[config.mk]
export PLATFORM = sky130hd
export DESIGN_NAME = mmc3_scanline_irq
export DESIGN_NICKNAME = d
export VERILOG_FILES = /design/src/rtl/mmc3_scanline_irq.sv
export SDC_FILE = /design/constraint.sdc
export NUM_CORES = 1
export LEC_CHECK = 0
export ABC_AREA = 1
export CAP_MARGIN = 5
export CELL_PAD_IN_SITES_DETAIL_PLACEMENT = 0
export CELL_PAD_IN_SITES_GLOBAL_PLACEMENT = 1
export CORE_ASPECT_RATIO = 0.9
export CORE_MARGIN = 3
export CORE_UTILIZATION = 32
export CTS_CLUSTER_SIZE = 20
export DETAILED_ROUTE_END_ITERATION = 10
export PLACE_DENSITY_LB_ADDON = 0.1
export SLEW_MARGIN = 20
export SYNTH_ARGS = -nofsm -noshare
export SYNTH_HDL_FRONTEND = slang
export SYNTH_SLANG_ARGS = --single-unit
[constraint.sdc]
create_clock -name clk -period 1.46 [get_ports clk]
set_input_delay 0.219 -clock clk [delete_from_list [all_inputs] [get_ports clk]]
set_output_delay 0.219 -clock clk [all_outputs]
set_load 0.01 [all_outputs]
[src/rtl/mmc3_scanline_irq.sv]
// mmc3_scanline_irq
//   Scanline IRQ stage of the MMC3-family mapper. Filters PPU A12 rising
//   edges against CPU M2, clocks an 8-bit down-counter and raises the IRQ
//   pending flag (the mapper top inverts it onto irq_n).
//
// Ports
//   clk        system clock, single domain for all state
//   rst_n      asynchronous active-low reset
//   decode_en  CPU write strobe level (M3 & !rw), lasts several clk
//   reg_addr   {!cpu_ce_n, a14, a13, a0}; C/D/E/F select IRQ registers
//   cpu_data   CPU write data
//   cpu_m2     CPU M2 pin, asynchronous
//   ppu_a12    PPU A12 pin, asynchronous
//   mmc3a      1 = MMC3A zero-trigger rule, 0 = MMC3B/C rule
//   irq        IRQ pending flag (registered)
//   irq_cnt    current counter value
//   irq_latch  current reload latch value
module mmc3_scanline_irq #(
  parameter int unsigned A12_LOW_M2  = 2,
  parameter int unsigned SYNC_STAGES = 2
) (
  input  logic       clk,
  input  logic       rst_n,
  input  logic       decode_en,
  input  logic [3:0] reg_addr,
  input  logic [7:0] cpu_data,
  input  logic       cpu_m2,
  input  logic       ppu_a12,
  input  logic       mmc3a,
  output logic       irq,
  output logic [7:0] irq_cnt,
  output logic [7:0] irq_latch
);

  typedef enum logic [3:0] {
    REG_LATCH   = 4'hC,
    REG_RELOAD  = 4'hD,
    REG_DISABLE = 4'hE,
    REG_ENABLE  = 4'hF
  } irq_reg_e;

  // Pin synchronizers and edge trackers
  logic [SYNC_STAGES-1:0] a12_sync;
  logic [SYNC_STAGES-1:0] m2_sync;
  logic                   a12_s;
  logic                   m2_s;
  logic                   a12_prev;
  logic                   m2_prev;
  logic [1:0]             low_cnt;
  logic                   a12_evt;
  logic                   a12_rise_ok;
  logic                   m2_fall;

  // Register-write edge detection
  logic de_prev;
  logic wr_go;

  // Counter state
  logic [7:0] cnt_q, cnt_d;
  logic [7:0] latch_q, latch_d;
  logic       reload_q, reload_d;
  logic       en_q, en_d;
  logic       irq_q, irq_d;
  logic [7:0] cnt_next;
  logic       irq_fire;

  assign a12_s       = a12_sync[SYNC_STAGES-1];
  assign m2_s        = m2_sync[SYNC_STAGES-1];
  assign m2_fall     = m2_prev & ~m2_s;
  assign a12_rise_ok = a12_s & ~a12_prev & (32'(low_cnt) >= A12_LOW_M2);
  assign wr_go       = decode_en & ~de_prev;

  always_ff @(posedge clk or negedge rst_n) begin
    if (!rst_n) begin
      a12_sync <= '0;
      m2_sync  <= '0;
      a12_prev <= 1'b0;
      m2_prev  <= 1'b0;
      low_cnt  <= '0;
      a12_evt  <= 1'b0;
      de_prev  <= 1'b0;
    end else begin
      a12_sync <= (a12_sync << 1) | SYNC_STAGES'(ppu_a12);
      m2_sync  <= (m2_sync << 1) | SYNC_STAGES'(cpu_m2);
      a12_prev <= a12_s;
      m2_prev  <= m2_s;
      de_prev  <= decode_en;
      // low_cnt still holds its pre-rise value in the cycle of the rise,
      // so the qualification above sees the count accumulated while low.
      if (a12_s) begin
        low_cnt <= '0;
      end else if (m2_fall && low_cnt != 2'd3) begin
        low_cnt <= low_cnt + 2'd1;
      end
      a12_evt <= a12_rise_ok;
    end
  end

  // Counter clock: computed from pre-write state so a same-cycle write
  // applies on top of the counter update.
  always_comb begin
    cnt_next = cnt_q - 8'd1;
    if (cnt_q == 8'd0 || reload_q) begin
      cnt_next = latch_q;
    end
    irq_fire = a12_evt && (cnt_next == 8'd0) && en_q &&
               (!mmc3a || (cnt_q != 8'd0) || reload_q);
  end

  always_comb begin
    cnt_d    = cnt_q;
    latch_d  = latch_q;
    reload_d = reload_q;
    en_d     = en_q;
    irq_d    = irq_q;
    if (a12_evt) begin
      cnt_d    = cnt_next;
      reload_d = 1'b0;
    end
    if (irq_fire) begin
      irq_d = 1'b1;
    end
    if (wr_go) begin
      case (reg_addr)
        REG_LATCH:   latch_d = cpu_data;
        REG_RELOAD: begin
          cnt_d    = '0;
          reload_d = 1'b1;
        end
        REG_DISABLE: begin
          en_d  = 1'b0;
          irq_d = 1'b0;
        end
        REG_ENABLE:  en_d = 1'b1;
        default: ;
      endcase
    end
  end

  always_ff @(posedge clk or negedge rst_n) begin
    if (!rst_n) begin
      cnt_q    <= '0;
      latch_q  <= '0;
      reload_q <= 1'b0;
      en_q     <= 1'b0;
      irq_q    <= 1'b0;
    end else begin
      cnt_q    <= cnt_d;
      latch_q  <= latch_d;
      reload_q <= reload_d;
      en_q     <= en_d;
      irq_q    <= irq_d;
    end
  end

  assign irq       = irq_q;
  assign irq_cnt   = cnt_q;
  assign irq_latch = latch_q;

endmodule

After elaboration in Yosys (flattened, before gate mapping) --
Cells that the tools add are included.
Cells by class: add/sub/neg operators 2, $lt $le $gt $ge 1, equality and inequality tests 5, mux-type cells 13, bitwise gates (word level) 9, reductions and logical operators 15
Operators by type and width (number):
- $mux W8 | 4
- $eq A4 B4 Y1 const B | 4
- $logic_not A8 Y1 | 2
- $reduce_bool A8 Y1 | 1
- $sub A8 B1 Y8 const B | 1
- $mux W1 | 6
- $and A1 B1 Y1 | 4
- $logic_and A1 B1 Y1 | 4
- $mux W2 | 2
- $or A2 B1 Y2 | 2
- $reduce_and A2 Y1 | 2
- $reduce_bool A2 Y1 | 2
- $logic_or A1 B1 Y1 | 3
- $not A1 Y1 | 3
- $add A2 B1 Y2 const B | 1
- $ge A2 B2 Y1 const B | 1
- $ne A2 B2 Y1 const B | 1
- $pmux W1 S2 | 1
- $logic_not A1 Y1 | 1
Word-level totals: register bits 29, input port bits 18, output and inout port bits 17, word-level logic and storage cells 57

Logic depth before layout (Yosys ltp) --
word-level depth 10, mapped depth 13, depth with buffers taken out 13

Worst setup path after synthesis --
No wires, ideal clock.
kind reg2reg, start reg cnt_q[0], in the netlist irq_cnt[0], end reg irq_q, in the netlist irq, library setup time 73 ps, data arrival time 1449 ps, required time 1387 ps, path slack -62 ps, cell stages (with the launch flop) 13, path buffers 0, clock period less this slack 1522 ps, cell sequence dfrtp_1 inv_1 ha_1 inv_1 nor2_4 nand2_4 nand3_1 nand2_1 nor2_1 nand2_1 nor2_1 nand2_1 a21oi_2
Between the ends: word-level cells in the longest chain between the ends 10, elaborated cells between the ends (all ways) 14, those cells by class 1 x add/sub; 4 x mux; 9 x reduce/logical
RTL lines:
- from (decl) | line 59 | logic [7:0] cnt_q, cnt_d;
- from (signal assigned) | line 148 | cnt_q <= cnt_d;
- branches (longest 6 deep; another with $sub A8 B1 Y8)
- $logic_and A1 B1 Y1 * | line 106 | irq_fire = a12_evt && (cnt_next == 8'd0) && en_q &&
- $mux W1 * | line 120 | if (irq_fire) begin
- $mux W1 | line 124 | case (reg_addr)
- $mux W1 * | line 123 | if (wr_go) begin
- net irq_d | line 63 | logic irq_q, irq_d;
- to (signal assigned) | line 152 | irq_q <= irq_d;
- to (decl) | line 63
Mark *: on every way through the listed nets, which the timed path passes. A chain may end at the register's enable or synchronous reset.

Worst setup path after layout --
Ends and elaborated chain as after synthesis.

==> results.py <==
metrics = {
    "run_status": {
        "violations": "negative setup slack",
        "status": "finished, violations left",
    },
    "routing": {
        "drt_iter0_markers": 87,
        "ant_nets": 0,
        "route.detailed.drc": 0,
        "post_drt_wl_per_cell_um": 12.5,
        "vias": 1312,
        "vias_per_cell": 4.40,
        "drt_wl_total_um": 3720,
        "drt_pass1_iterations": 4,
    },
    "pwr": {
        "p_per_area_nw_per_um2": 1620,
        "leakage_nw": 1.13,
        "p_switching_mw": 1.37,
        "irDropWorstVdd_uv": 679,
        "seqPwrFrac_pct": 31.5,
        "clkPwrFrac_pct": 18.0,
        "switching_share_pct": 37.5,
        "power_frac_comb_pct": 50.5,
        "power.internal_mw": 2.28,
    },
    "floorplanning": {
        "dieHeight_um": 70.6,
        "die-area_um2": 5500,
        "core-area_um2": 4270,
        "ios": 35,
        "fp-row-count": 22,
        "initial_utilization_pct": 34.8,
        "die_w_um": 77.8,
    },
    "sta": {
        "skew_ns": 0.00573,
        "period_share_pct": 107,
        "slew_headroom_pct": 75.1,
        "hold_violations": 0,
        "rsz0062_at_grt": "true",
        "setup_slack_ns": -0.101,
        "max_freq_ghz": 0.641,
        "slew_violations": 0,
        "tightest_slew_ns": 0.373,
        "hold_ws_ns": 0.331,
        "min_period_ns": 1.56,
        "setup_violations": 4,
    },
    "clocking": {
        "clock_latency_ns": 0.28,
        "cts.sinks": 29,
        "path_clk_slew_ns": 0.06,
        "htreeDepth": 2,
        "cts_root_buffer": "clkbuf_8",
        "cts_tree": "done",
        "cts_buffer_depth": 2,
        "cts_buffers": 5,
    },
    "synthesis": {
        "synth_ff_type": "dfrtp_1",
        "synth-edff-count": 0,
        "yosysWarnings": 0,
        "syn_avg_cell_area_um2": 8.44,
        "syn_area_um2": 1490,
        "ys_top_cells_by_area": "dfrtp_1, nand2_1, inv_1, nor2_1, nand3_1",
        "synth_top_area_share_pct": 48.9,
        "synth_top_area_cell": "dfrtp_1",
        "synth_cell_types": 27,
        "synth_cells": 176,
        "ys_ff_latch": 29,
        "yosys-top-cells-count": "nand2_1, dfrtp_1, inv_1",
        "async_reset_ff_share_pct": 100,
        "yosysSeqAreaShare_pct": 48.9,
        "syn_nets": 198,
        "synth_most_common_cell": "nand2_1",
    },
    "flow_run": {
        "maxCapViolations": 0,
    },
    "final_layout": {
        "utilization_pct": 52.8,
        "layout-drive-gt1-share_pct": 30.7,
        "area_growth_pct": 51.7,
        "ff_latch_area_um2": 726,
        "layout.nets": 260,
        "instances_no_fill": 298,
        "diodes": 0,
        "multi_input_area_um2": 723,
        "n_fill_cell": 415,
    },
    "grt": {
        "grt_pass1_vias": 1385,
        "antenna_found_initial": 0,
        "grt_max_degree": 30,
        "grt_pass1_wl_um": 6450,
        "grt.overflow.total": 0,
        "grt_usage_pct": 15.0,
    },
    "worst_setup_path": {
        "critical_path_arrival_ns": 1.77,
        "slowest_delay_ns": 0.36,
        "start_kind": "flip-flop",
        "crit_chain": "inv_2 -> ha_4 -> inv_2 -> nor2_4 -> nand2_4 -> nand2_8 -> buf_6 -> o21ai_2 -> nand2_1 -> nor2_2 -> nand2_1 -> a21oi_2",
        "path_max_fanout": 8,
        "rrSetupSlack_ns": -0.10,
        "cp_data_required_time_ns": 1.67,
        "critical_path_class": "flip-flop to flip-flop",
        "crit_path_top_delay_cell": "dfrtp_1",
        "end_kind": "flip-flop",
    },
    "placement": {
        "gp_congestion": 0.786,
        "dp_cells": 287,
        "hpwl_um": 2700,
        "portBuffers": 34,
    },
    "min_path": {
        "min_path_type": "input pin to async pin",
    },
}
## final cells by class
type	instances	share of cell area, %
inverters	31	5.16
flip-flops and latches	29	32.2
repair buffers	58	23.4
multi-input cells	113	32.1
well taps	60	3.33
clock buffers	7	3.83
## power groups by stage
stage	sequential [mW]	combinational (mW)	clock [mW]
floorplan	1.24	0.719	0
global placement	1.16	1.65	0
detailed placement	1.16	1.65	0
CTS	1.15	1.67	0.673
global route	1.18	2.06	0.732
finish	1.15	1.84	0.657
## placed cells by master (no fill, tap or decap), types with 2 or more instances in the layout
cell	n
ha_1	2
inv_2	7
dlygate4sd2_1	7
nor3_1	3
o21ai_1	3
nand2_1	23
mux2_2	3
o211ai_1	8
nand2_2	13
nor2_4	2
nand2_4	3
inv_1	24
dlymetal6s2s_1	3
buf_4	22
nand3_1	10
a21oi_1	6
clkdlybuf4s50_1	23
nand3_2	3
clkbuf_8	6
o21ai_2	2
nor2_2	6
nor2_1	15
dfrtp_1	29
buf_6	2
ha_4	2
## cells by family after synthesis
family / count (synthesis) / synth area share [%]
AND/OR/NAND/NOR: 80 / 25.4
AO/OA/AOI/OAI: 24 / 10.4
flip-flops: 29 / 48.9
adder cells (fa/ha/maj): 4 / 3.37
buffers and inverters: 34 / 8.59
multiplexers: 3 / 2.27
XOR/XNOR: 2 / 1.18
## registers in the layout, summed over array words and instances, names as in the netlist
name,count
a12_evt,1
irq_cnt,8
irq_latch,8
a12_prev,1
m2_prev,1
low_cnt,2
irq,1
reload_q,1
en_q,1
m2_sync,2
a12_sync,2
de_prev,1
## routing by layer
metal	vias to the layer above	part of all wire [%]	track usage (%)
met5	-	0	0
met4	0	0.64	5.14
met3	2	5.1	5.34
met2	32	47	23.4
met1	598	47	19.3
li1	680	-	-
## worst max-delay path, delay by kind of cell, from the launching register on
| kind | cells | cell delay (ns) |
|---|---|---|
| AND/OR/NAND/NOR | 6 | 0.48 |
| flip-flops | 1 | 0.36 |
| buffers and inverters | 3 | 0.27 |
| AO/OA/AOI/OAI | 2 | 0.22 |
| adder cells (fa/ha/maj) | 1 | 0.17 |
## per-stage QoR
step | total power [mW] | cell area [µm²] | TNS, ns | setup WS, ns
after global placement | 2.80 | 2060 | -0.828 | -0.0993
after global routing | 3.97 | 2250 | -0.968 | -0.219
after detailed placement | 2.81 | 2060 | -1.13 | -0.139
after CTS | 3.49 | 2170 | -0.133 | -0.0921
after floorplan | 1.96 | 1500 | 0 | 0.00770
final | 3.65 | 2250 | -0.247 | -0.101
## path summary, 6_finish.rpt
path                             start     endpoint  cells past startpoint
max                         irq_cnt[0]          irq                     12
min                              rst_n   irq_cnt[6]                      2
max reg2reg                 irq_cnt[0]          irq                     12
min reg2reg                a12_sync[0]  a12_sync[1]                      0
max in group asynchronous        rst_n   irq_cnt[1]                      2
min in group clk           a12_sync[0]  a12_sync[1]                      0
## timing repair
| item | CTS | global route |
|---|---|---|
| setup buffers | 2 | 2 |
| hold buffers | 0 | 0 |
| setup endpoints to repair | 12 | 11 |
| gates resized for setup | 17 | 24 |
| pin swaps | 1 | 4 |
| gates cloned | 0 | 0 |
No activity file was read; power rests on OpenSTA's default activity.
